## src/rtl/shadow_write_scheduler_if.sv

```systemverilog
// CPU request/stall side, slow RAM port and status outputs of shadow_write_scheduler.
interface shadow_write_scheduler_if;
    logic        fast_clk;
    logic        cpu_req;
    logic        cpu_we;
    logic [7:0]  cpu_bank;
    logic [15:0] cpu_addr;
    logic [7:0]  cpu_dout;
    logic [7:0]  shadow;
    logic        io;
    logic        cpu_wait;
    logic        slow_ce;
    logic        slow_we;
    logic [16:0] slow_addr;
    logic [7:0]  slow_din;
    logic [5:0]  fifo_level;
    logic [15:0] shadow_cnt;
    logic [15:0] stall_cnt;

    modport master (
        output fast_clk, cpu_req, cpu_we, cpu_bank, cpu_addr, cpu_dout, shadow, io,
        input  cpu_wait, slow_ce, slow_we, slow_addr, slow_din, fifo_level, shadow_cnt, stall_cnt
    );

    modport slave (
        input  fast_clk, cpu_req, cpu_we, cpu_bank, cpu_addr, cpu_dout, shadow, io,
        output cpu_wait, slow_ce, slow_we, slow_addr, slow_din, fifo_level, shadow_cnt, stall_cnt
    );
endinterface

```

## src/rtl/shadow_write_scheduler.sv

```systemverilog
// Shares the slow RAM port between direct E0/E1 accesses and queued shadow copies of bank 00/01
// video writes. Define SHADOW_STATS_EN to build the enqueue and stall counters.
module shadow_write_scheduler #(
    parameter int unsigned FIFO_DEPTH = 8,
    parameter int unsigned DRAIN_DIV  = 2
) (
    input logic                     clk_sys,
    input logic                     reset_n,
    shadow_write_scheduler_if.slave bus
);
    localparam int unsigned PtrW = $clog2(FIFO_DEPTH);
    localparam int unsigned TmrW = $clog2(DRAIN_DIV + 1);
    localparam logic [5:0] LevelMax = 6'(FIFO_DEPTH);
    localparam logic [TmrW-1:0] TmrReload = TmrW'(DRAIN_DIV - 1);

    typedef enum logic [1:0] {StIdle, StDirect, StWaitFull, StWaitOrder} state_e;

    state_e          state_q, state_d;
    logic [24:0]     mem_q [FIFO_DEPTH];
    logic [PtrW-1:0] wr_ptr_q, rd_ptr_q;
    logic [5:0]      level_q, level_d;
    logic [TmrW-1:0] tmr_q, tmr_d;
    logic            slow_ce_q, slow_ce_d, slow_we_q, slow_we_d;
    logic [16:0]     slow_addr_q, slow_addr_d;
    logic [7:0]      slow_din_q, slow_din_d;
    logic [24:0]     head;
    logic            strobe, lo_bank, bank1, legacy, shr, shadow_hit, direct_hit;
    logic            fifo_empty, room, pop, push, issue, cpu_wait;
    logic            unused_shadow;

    assign unused_shadow = ^bus.shadow[7:6];
    assign strobe  = bus.fast_clk & bus.cpu_req;
    assign lo_bank = (bus.cpu_bank[7:1] == 7'h00);
    assign bank1   = bus.cpu_bank[0];

    assign legacy = ((bus.cpu_addr[15:10] == 6'h01) & ~bus.shadow[0]) |
                    ((bus.cpu_addr[15:10] == 6'h02) & ~bus.shadow[5]) |
                    ((bus.cpu_addr[15:13] == 3'h1)  & ~bus.shadow[1]) |
                    ((bus.cpu_addr[15:13] == 3'h2)  & ~bus.shadow[2]);
    assign shr    = (bus.cpu_addr >= 16'h2000) & (bus.cpu_addr <= 16'h9fff) & ~bus.shadow[3];

    // Bank 01 legacy regions are additionally gated by shadow[4]; the SHR range is not.
    assign shadow_hit = bus.cpu_we & lo_bank & ~bus.io &
                        ((legacy & (~bank1 | ~bus.shadow[4])) | (bank1 & shr));
    assign direct_hit = (bus.cpu_bank[7:1] == 7'h70) & ~bus.io;

    assign head       = mem_q[rd_ptr_q];
    assign fifo_empty = (level_q == 6'd0);
    assign pop        = (state_q != StDirect) & ~fifo_empty & (tmr_q == '0);
    assign room       = (level_q != LevelMax) | pop;
    assign cpu_wait   = (state_q == StWaitFull) | (state_q == StWaitOrder);

    always_comb begin
        state_d = state_q;
        push    = 1'b0;
        issue   = 1'b0;
        unique case (state_q)
            StIdle, StDirect: begin
                state_d = StIdle;
                if (strobe && shadow_hit) begin
                    if (room) push = 1'b1;
                    else      state_d = StWaitFull;
                end else if (strobe && direct_hit) begin
                    if (fifo_empty) begin
                        issue   = 1'b1;
                        state_d = StDirect;
                    end else begin
                        state_d = StWaitOrder;
                    end
                end
            end
            StWaitFull: begin
                if (room) begin
                    push    = 1'b1;
                    state_d = StIdle;
                end
            end
            StWaitOrder: begin
                if (fifo_empty) begin
                    issue   = 1'b1;
                    state_d = StDirect;
                end
            end
            default: state_d = StIdle;
        endcase
    end

    always_comb begin
        slow_ce_d   = 1'b0;
        slow_we_d   = 1'b0;
        slow_addr_d = slow_addr_q;
        slow_din_d  = slow_din_q;
        if (issue) begin
            slow_ce_d   = 1'b1;
            slow_we_d   = bus.cpu_we;
            slow_addr_d = {bank1, bus.cpu_addr};
            slow_din_d  = bus.cpu_dout;
        end else if (pop) begin
            slow_ce_d   = 1'b1;
            slow_we_d   = 1'b1;
            slow_addr_d = head[24:8];
            slow_din_d  = head[7:0];
        end

        unique case ({push, pop})
            2'b10:   level_d = level_q + 6'd1;
            2'b01:   level_d = level_q - 6'd1;
            default: level_d = level_q;
        endcase

        if (pop)                tmr_d = TmrReload;
        else if (tmr_q != '0)   tmr_d = tmr_q - TmrW'(1);
        else                    tmr_d = tmr_q;
    end

    always_ff @(posedge clk_sys) begin
        if (!reset_n) begin
            state_q     <= StIdle;
            wr_ptr_q    <= '0;
            rd_ptr_q    <= '0;
            level_q     <= 6'd0;
            tmr_q       <= '0;
            slow_ce_q   <= 1'b0;
            slow_we_q   <= 1'b0;
            slow_addr_q <= 17'd0;
            slow_din_q  <= 8'd0;
        end else begin
            state_q     <= state_d;
            level_q     <= level_d;
            tmr_q       <= tmr_d;
            slow_ce_q   <= slow_ce_d;
            slow_we_q   <= slow_we_d;
            slow_addr_q <= slow_addr_d;
            slow_din_q  <= slow_din_d;
            if (push) wr_ptr_q <= wr_ptr_q + PtrW'(1);
            if (pop)  rd_ptr_q <= rd_ptr_q + PtrW'(1);
        end
    end

    always_ff @(posedge clk_sys) begin
        if (push) mem_q[wr_ptr_q] <= {bank1, bus.cpu_addr, bus.cpu_dout};
    end

    assign bus.cpu_wait   = cpu_wait;
    assign bus.slow_ce    = slow_ce_q;
    assign bus.slow_we    = slow_we_q;
    assign bus.slow_addr  = slow_addr_q;
    assign bus.slow_din   = slow_din_q;
    assign bus.fifo_level = level_q;

`ifdef SHADOW_STATS_EN
    logic [15:0] shadow_cnt_q, shadow_cnt_d, stall_cnt_q, stall_cnt_d;

    always_comb begin
        shadow_cnt_d = shadow_cnt_q;
        stall_cnt_d  = stall_cnt_q;
        if (push && shadow_cnt_q != 16'hffff)    shadow_cnt_d = shadow_cnt_q + 16'd1;
        if (cpu_wait && stall_cnt_q != 16'hffff) stall_cnt_d  = stall_cnt_q + 16'd1;
    end

    always_ff @(posedge clk_sys) begin
        if (!reset_n) begin
            shadow_cnt_q <= 16'd0;
            stall_cnt_q  <= 16'd0;
        end else begin
            shadow_cnt_q <= shadow_cnt_d;
            stall_cnt_q  <= stall_cnt_d;
        end
    end

    assign bus.shadow_cnt = shadow_cnt_q;
    assign bus.stall_cnt  = stall_cnt_q;
`else
    assign bus.shadow_cnt = 16'd0;
    assign bus.stall_cnt  = 16'd0;
`endif
endmodule

```

## src/flat_wrapper.sv

```systemverilog
// flat-port wrapper written by rule: the top's interface ports become plain ports
module shadow_write_scheduler_flat 
#(
    parameter int unsigned FIFO_DEPTH = 8,
    parameter int unsigned DRAIN_DIV  = 2
)
  (clk_sys, reset_n, bus_fast_clk, bus_cpu_req, bus_cpu_we, bus_cpu_bank, bus_cpu_addr, bus_cpu_dout, bus_shadow, bus_io, bus_cpu_wait, bus_slow_ce, bus_slow_we, bus_slow_addr, bus_slow_din, bus_fifo_level, bus_shadow_cnt, bus_stall_cnt);
  shadow_write_scheduler_if bus_i ();
  input logic clk_sys;
  input logic reset_n;
  input wire logic [$bits(bus_i.fast_clk)-1:0] bus_fast_clk;
  input wire logic [$bits(bus_i.cpu_req)-1:0] bus_cpu_req;
  input wire logic [$bits(bus_i.cpu_we)-1:0] bus_cpu_we;
  input wire logic [$bits(bus_i.cpu_bank)-1:0] bus_cpu_bank;
  input wire logic [$bits(bus_i.cpu_addr)-1:0] bus_cpu_addr;
  input wire logic [$bits(bus_i.cpu_dout)-1:0] bus_cpu_dout;
  input wire logic [$bits(bus_i.shadow)-1:0] bus_shadow;
  input wire logic [$bits(bus_i.io)-1:0] bus_io;
  output wire logic [$bits(bus_i.cpu_wait)-1:0] bus_cpu_wait;
  output wire logic [$bits(bus_i.slow_ce)-1:0] bus_slow_ce;
  output wire logic [$bits(bus_i.slow_we)-1:0] bus_slow_we;
  output wire logic [$bits(bus_i.slow_addr)-1:0] bus_slow_addr;
  output wire logic [$bits(bus_i.slow_din)-1:0] bus_slow_din;
  output wire logic [$bits(bus_i.fifo_level)-1:0] bus_fifo_level;
  output wire logic [$bits(bus_i.shadow_cnt)-1:0] bus_shadow_cnt;
  output wire logic [$bits(bus_i.stall_cnt)-1:0] bus_stall_cnt;
  assign bus_i.fast_clk = bus_fast_clk;
  assign bus_i.cpu_req = bus_cpu_req;
  assign bus_i.cpu_we = bus_cpu_we;
  assign bus_i.cpu_bank = bus_cpu_bank;
  assign bus_i.cpu_addr = bus_cpu_addr;
  assign bus_i.cpu_dout = bus_cpu_dout;
  assign bus_i.shadow = bus_shadow;
  assign bus_i.io = bus_io;
  assign bus_cpu_wait = bus_i.cpu_wait;
  assign bus_slow_ce = bus_i.slow_ce;
  assign bus_slow_we = bus_i.slow_we;
  assign bus_slow_addr = bus_i.slow_addr;
  assign bus_slow_din = bus_i.slow_din;
  assign bus_fifo_level = bus_i.fifo_level;
  assign bus_shadow_cnt = bus_i.shadow_cnt;
  assign bus_stall_cnt = bus_i.stall_cnt;
  shadow_write_scheduler #(.FIFO_DEPTH(FIFO_DEPTH), .DRAIN_DIV(DRAIN_DIV)) u_core (.clk_sys(clk_sys), .reset_n(reset_n), .bus(bus_i));
endmodule
```

## config.mk

```make
export PLATFORM = sky130hd
export DESIGN_NAME = shadow_write_scheduler_flat
export DESIGN_NICKNAME = d
export VERILOG_FILES = /design/src/rtl/shadow_write_scheduler_if.sv /design/src/rtl/shadow_write_scheduler.sv /design/src/flat_wrapper.sv
export SDC_FILE = /design/constraint.sdc
export NUM_CORES = 1
export LEC_CHECK = 0
export ABC_CLOCK_PERIOD_IN_PS = 7300
export BUFFER_PORTS_ARGS = -buffer_cell sky130_fd_sc_hd__buf_2
export CORE_MARGIN = 8
export CORE_UTILIZATION = 50
export CTS_CLUSTER_DIAMETER = 30
export DETAILED_ROUTE_END_ITERATION = 6
export GPL_TIMING_DRIVEN = 0
export PLACE_DENSITY = 0.71
export SLEW_MARGIN = 20
export SYNTH_ARGS = -nofsm -noshare
export SYNTH_HDL_FRONTEND = slang
export SYNTH_SLANG_ARGS = --single-unit
```

## constraint.sdc

```tcl
create_clock -name clk_sys -period 7.3 [get_ports clk_sys]
set_input_delay 1.095 -clock clk_sys [delete_from_list [all_inputs] [get_ports clk_sys]]
set_output_delay 1.095 -clock clk_sys [all_outputs]
set_load 0.005 [all_outputs]
```

# Word level (Yosys, flattened, before mapping)
# Memories as Yosys holds them, arrays and structs flattened. A register that Yosys moved wholly into a read port is not among the register bits.
# Cells that the tools add are included.
dict set report totals {
  mem_count 1
  reg_bits 43
  out_inout_bits 66
  mem_bits_ro 0
  ramBits 200
  in_bits 46
  latchBits 0
}
# memory depth width read_ports rd_clocked_by_memory_dff wr line_no
set memory_table {}
lappend memory_table {u_core.mem_q 8 25 1 1 1 shadow_write_scheduler.sv:19} ;# logic [24:0] mem_q [FIFO_DEPTH];
dict set report classes {
  n_lt_le_gt_ge 2
  n_bitwise 32
  div_mod_pow 0
  n_addsub 5
  eq_ne 14
  n_mux 28
  shifts 0
  reduce_logical 13
  mul 0
}
# cell n
set op_table {}
lappend op_table {{17-bit two-way mux} 2}
lappend op_table {{16-bit by 14-bit >= comparator with 1-bit output (second input constant)} 1}
lappend op_table {{16-bit less-or-equal comparator (second input constant)} 1}
lappend op_table {{8-bit two-way mux} 2}
lappend op_table {{1-bit bitwise AND} 15}
lappend op_table {{1-bit two-way mux} 12}
lappend op_table {{2-bit two-way mux} 6}
lappend op_table {{6-bit case mux with 2 select lines} 1}
lappend op_table {{1-bit NOT} 10}
lappend op_table {{2-bit nonzero test} 4}
lappend op_table {{7-bit == test (second input constant)} 1}
lappend op_table {{7-bit logical NOT} 1}
lappend op_table {{1-bit bitwise OR} 7}
lappend op_table {{3-bit by 1-bit adder with 3-bit output (second input constant)} 2}
lappend op_table {{6-bit by 1-bit adder with 6-bit output (second input constant)} 1}
lappend op_table {{2-bit == test (second input constant)} 3}
lappend op_table {{6-bit by 1-bit == test with 1-bit output (second input constant)} 1}
lappend op_table {{6-bit by 2-bit == test with 1-bit output (second input constant)} 1}
lappend op_table {{6-bit logical NOT} 1}
lappend op_table {{3-bit two-way mux} 2}
lappend op_table {{2-bit by 1-bit != test with 1-bit output (second input constant)} 3}
lappend op_table {{6-bit by 4-bit != test with 1-bit output (second input constant)} 1}
lappend op_table {{2-bit case mux with 3 select lines} 1}
lappend op_table {{6-bit by 1-bit subtractor with 6-bit output (second input constant)} 1}
lappend op_table {{other kinds (9)} 14}

# Longest topological paths before layout
dict set report depth {
  ltp_word 13
  mapped_depth 16
}

# Worst setup path before layout
# OpenSTA, ideal clock, no wires.
dict set report synth_timing {
  path_type {in2reg}
  start {input port bus_cpu_bank[1]}
  end {memory u_core.mem_q[0][0], enable pin}
  cell_stages 6
  required_time_ns 6.830
  setup_time_ns 0.470
  arrival_time_ns 4.936
  setup_slack_ns 1.894
  cell_sequence {or4_4 -> nor4_4 -> o311ai_1 -> a21oi_2 -> inv_2 -> nor4_1}
}
dict set report synth_via {
  elab_chain_cells 9
}
# item line_no
set synth_lines {}
lappend synth_lines {{from (decl)} flat_wrapper.sv:14} ;# input wire logic [$bits(bus_i.cpu_bank)-1:0] bus_cpu_bank;
lappend synth_lines {{7-bit logical NOT} shadow_write_scheduler.sv:33} ;# assign lo_bank = (bus.cpu_bank[7:1] == 7'h00);
lappend synth_lines {{1-bit bitwise AND (3 in a row)} shadow_write_scheduler.sv:43} ;# assign shadow_hit = bus.cpu_we & lo_bank & ~bus.io &
lappend synth_lines {{1-bit logical AND} shadow_write_scheduler.sv:60} ;# if (strobe && shadow_hit) begin
lappend synth_lines {{1-bit two-way mux} shadow_write_scheduler.sv:60}
lappend synth_lines {{1-bit case mux with 2 select lines} shadow_write_scheduler.sv:57} ;# unique case (state_q)
lappend synth_lines {{1-bit two-way mux} shadow_write_scheduler.sv:141} ;# if (push) mem_q[wr_ptr_q] <= {bank1, bus.cpu_addr, bus.cpu_dout};
lappend synth_lines {{1-bit two-way mux (implied by the code)} shadow_write_scheduler.sv:141}
lappend synth_lines {{to (decl)} shadow_write_scheduler.sv:19}
# No other way between the ends.

# Worst setup path in the final report
dict set report layout_timing {
  start {input port bus_cpu_bank[1]}
  end {register u_core.level_q[4], in the netlist u_core.bus.fifo_level[4]}
}
dict set report layout_via {
  elab_chain_cells 9
  elab_cells_between_ends 11
}
# item line_no
set layout_lines {}
lappend layout_lines {{7-bit logical NOT (*)} shadow_write_scheduler.sv:33}
lappend layout_lines {{1-bit bitwise AND (*) (3 in a row)} shadow_write_scheduler.sv:43}
lappend layout_lines {{1-bit logical AND (*)} shadow_write_scheduler.sv:60}
lappend layout_lines {{1-bit two-way mux (*)} shadow_write_scheduler.sv:60}
lappend layout_lines {{1-bit case mux with 2 select lines (*)} shadow_write_scheduler.sv:57}
lappend layout_lines {{2-bit by 1-bit == test with 1-bit output or 2-bit == test (tied branches)} shadow_write_scheduler.sv:105} ;# unique case ({push, pop})
lappend layout_lines {{6-bit case mux with 2 select lines or 2-bit nonzero test (tied branches)} -}
lappend layout_lines {{to (signal assigned)} shadow_write_scheduler.sv:129} ;# level_q <= level_d;
lappend layout_lines {{to (decl)} shadow_write_scheduler.sv:21} ;# logic [5:0] level_q, level_d;
# Mark *: on every way between the ends. The rest lies on a longest branch, timed or not.
# A chain may end at the register's enable or synchronous reset.

==> impl_metrics.py <==
metrics = {
    "synth": {
        "synth_area_um2": 10130,
        "ys.flop_type": "edfxtp_1",
        "synth-async-reset-ratio_pct": 0,
        "yosysUniqueCellTypes": 49,
        "synth_seq_cells": 246,
        "yosysWarnings": 0,
        "synth_edf_count": 200,
        "ys_seq_area_share_pct": 68.38,
        "syn_area_per_cell_um2": 16.61,
        "syn_inst": 610,
    },
    "floorplanning": {
        "core-area_um2": 20040,
        "die_h_um": 158.3,
        "io_pins": 112,
        "die_area_um2": 25070,
        "dieWidth_um": 158.3,
        "rows": 52,
        "floorplan.initialDensity_pct": 50.55,
    },
    "worst_hold_path": {
        "hold_depth": 2,
        "min_path_type": "reg2reg",
        "min_to": "u_core.tmr_q[0]",
        "min_from": "u_core.tmr_q[0]",
    },
    "route": {
        "drc": 0,
        "wirelength_mm": 23.63,
        "first_iter_violations": 445,
        "vias": 5944,
        "detail_route.wl_per_cell_um": 21.84,
        "ant_nets": 0,
        "drt-pass1-iter-count": 6,
        "vias_per_cell": 5.494,
    },
    "cts": {
        "cts_buffers": 38,
        "cts.clk_slew.worst_paths_ps": 50,
        "postCtsHoldBufs": 0,
        "post_cts_buffers": 0,
        "cts_tree": "done",
        "cts_root_buf": "clkbuf_16",
        "cts_resized": 0,
        "cts_buffer_depth": 3,
        "clk_latency_ps": 520,
        "cts_sinks": 246,
        "h-tree-depth": 2,
    },
    "sta": {
        "finalHoldViolCount": 0,
        "worst_slew_pin_slew_ps": 1039,
        "fmax_mhz": 225.4,
        "finalCritPeriodShare_pct": 60.77,
        "hold_ws_ps": 517.2,
        "slew_violations": 0,
        "relSlewSlack_pct": 30.18,
        "period_minus_slack_ps": 4436,
        "final-setup-viol-count": 0,
        "skew_ps": 13.40,
        "rsz0062_at_grt": "false",
    },
    "worst_setup_path": {
        "r2r_end": "u_core.bus.fifo_level[4]",
        "r2r_cells": 15,
        "path_class": "in2reg",
        "worstPathMaxFanout": 10,
        "worstPathRequired_ps": 7710,
        "worstReg2RegStart": "u_core.state_q[1]",
        "critPathCaptureType": "flop",
        "r2r_slack_ps": 3280,
        "worstSetupStartpointType": "input pin",
        "arrival_ps": 4840,
    },
    "global_routing": {
        "grt_pass1_wl_mm": 35.56,
        "grtUsageTotal_pct": 19.15,
        "grt_pass1_vias": 6236,
        "grt_start_max_net_pins": 15,
        "grt_overflow_total": 0,
        "antenna_found_initial": 2,
    },
    "placement": {
        "place_inst": 1012,
        "placed_area_um2": 11270,
        "post-dp-hpwl_mm": 16.01,
        "port_buffers": 77,
        "gp_congestion": 0.7654,
    },
    "flow_run": {
        "maxCapViolations": 0,
    },
    "finish": {
        "final_core_utilization_pct": 62.57,
        "final.fill_count": 1460,
        "final_area_um2": 12540,
        "layout-drive-gt1-share_pct": 34.03,
        "final_cells": 1082,
        "final_common_cell": "edfxtp_1",
        "nets": 834,
        "area_growth_pct": 23.78,
        "final_cell_mix": "edfxtp_1 (200), buf_2 (91), mux4_2 (50), dfxtp_1 (46), clkbuf_16 (38)",
    },
    "outcome": {
        "status": "completed",
    },
    "power": {
        "peakVddDrop_mv": 0.1528,
        "power_density_nw_per_um2": 268.6,
        "leakagePower_uw": 0.004680,
        "finalPower_uw": 3368,
    },
}
-- state kept, by name (all words and copies together), names as in the netlist, named ones only --
| register | count |
|---|---|
| u_core.mem_q | 200 |
| u_core.bus.slow_addr | 17 |
| u_core.bus.slow_din | 8 |
| u_core.bus.fifo_level | 6 |
| u_core.rd_ptr_q | 3 |
| u_core.wr_ptr_q | 3 |
| u_core.tmr_q | 2 |
| u_core.bus.slow_ce | 1 |
| u_core.bus.slow_we | 1 |
| u_core.state_q | 1 |
-- how the worst max path moves through the flow --
stage                    startpoint                  endpoint  slack [ps]  cells after the start
finish              bus_cpu_bank[1]  u_core.bus.fifo_level[4]        2860                     16
global route        bus_cpu_bank[1]  u_core.bus.fifo_level[4]        2710                     16
CTS                 bus_cpu_bank[1]  u_core.bus.fifo_level[4]        2910                     16
detailed placement  bus_cpu_bank[1]  u_core.bus.fifo_level[4]        2400                     16
global placement    bus_cpu_bank[1]       u_core.mem_q[0][13]       -1010                      7
floorplan           bus_cpu_bank[1]        u_core.mem_q[0][0]        1890                      6
-- power by group --
group | leakage [uW] | internal (uW) | switching, uW
sequential | 0.00217 | 1520 | 2.01
clock | 0.000612 | 1090 | 670
combinational | 0.00190 | 33.4 | 49.5
total | 0.00468 | 2650 | 722
-- area by class of cell --
type	instances	area (um^2)	area share, %
Sequential cell	246	6927	55.24
Multi-Input combinational cell	297	2870	22.89
Inverter	31	116.4	0.9281
Clock inverter	30	304.0	2.425
Clock buffer	39	964.7	7.694
Tap cell	270	337.8	2.694
Buffer	67	384.1	3.064
Timing Repair Buffer	101	631.9	5.039
Antenna cell	1	2.502	0.01996
-- cells in the mapped netlist (all sizes together) (8+ instances only) --
cell type  count  area share, %
and2           8           0.49
and3          27            1.7
buf           45            3.0
clkbuf        22           0.82
dfxtp         46            9.1
edfxtp       200             59
inv           31            1.1
mux2i         30            3.0
mux4          50             11
nand2         15           0.56
o21a          26            1.9
o22ai         25            1.5
-- metal layers --
metal | track usage, % | vias to the layer above | share of wire, % | wire (um)
li1 | - | 2663 | - | -
met1 | 22.88 | 3002 | 40 | 9379
met2 | 33.40 | 231 | 51 | 12020
met3 | 3.719 | 46 | 6.7 | 1585
met4 | 8.038 | 2 | 2.7 | 630
met5 | 0 | - | 0.038 | 9
-- stage by stage --
| stage | setup TNS (ps) | setup WS (ps) |
|---|---|---|
| 5_1_grt | 0 | 2705 |
| 6_report | 0 | 2864 |
| 3_5_place_dp | 0 | 2397 |
| 2_1_floorplan | 0 | 1894 |
| 4_1_cts | 0 | 2913 |
| 3_3_place_gp | -25180 | -1008 |
-- worst max-delay path, cell delays in order --
cell,delay (ps)
buf_2,100
or4_4,540
nor4_4,350
o311ai_1,300
a21oi_2,370
inv_2,170
ha_1,260
clkbuf_1,240
xor2_1,200
ha_1,200
a21oi_1,290
nor3b_1,80
o21ai_0,210
a21oi_1,110
xor2_1,160
and2_1,150
-- logic make-up (layout without fill, tap and decap cells) --
kind of cell | after synthesis | after routing | share of synthesized area [%]
buf+inv | 98 | 268 | 4.941
xor+xnor | 10 | 10 | 0.8646
flops | 246 | 246 | 68.38
fa+ha+maj | 6 | 6 | 0.7411
other cells | 1 | 33 | 0.03702
mux | 80 | 80 | 14.08
simple gates | 93 | 93 | 5.719
compound gates | 76 | 76 | 5.237
Note: power is estimated with default switching activity, not from simulation.
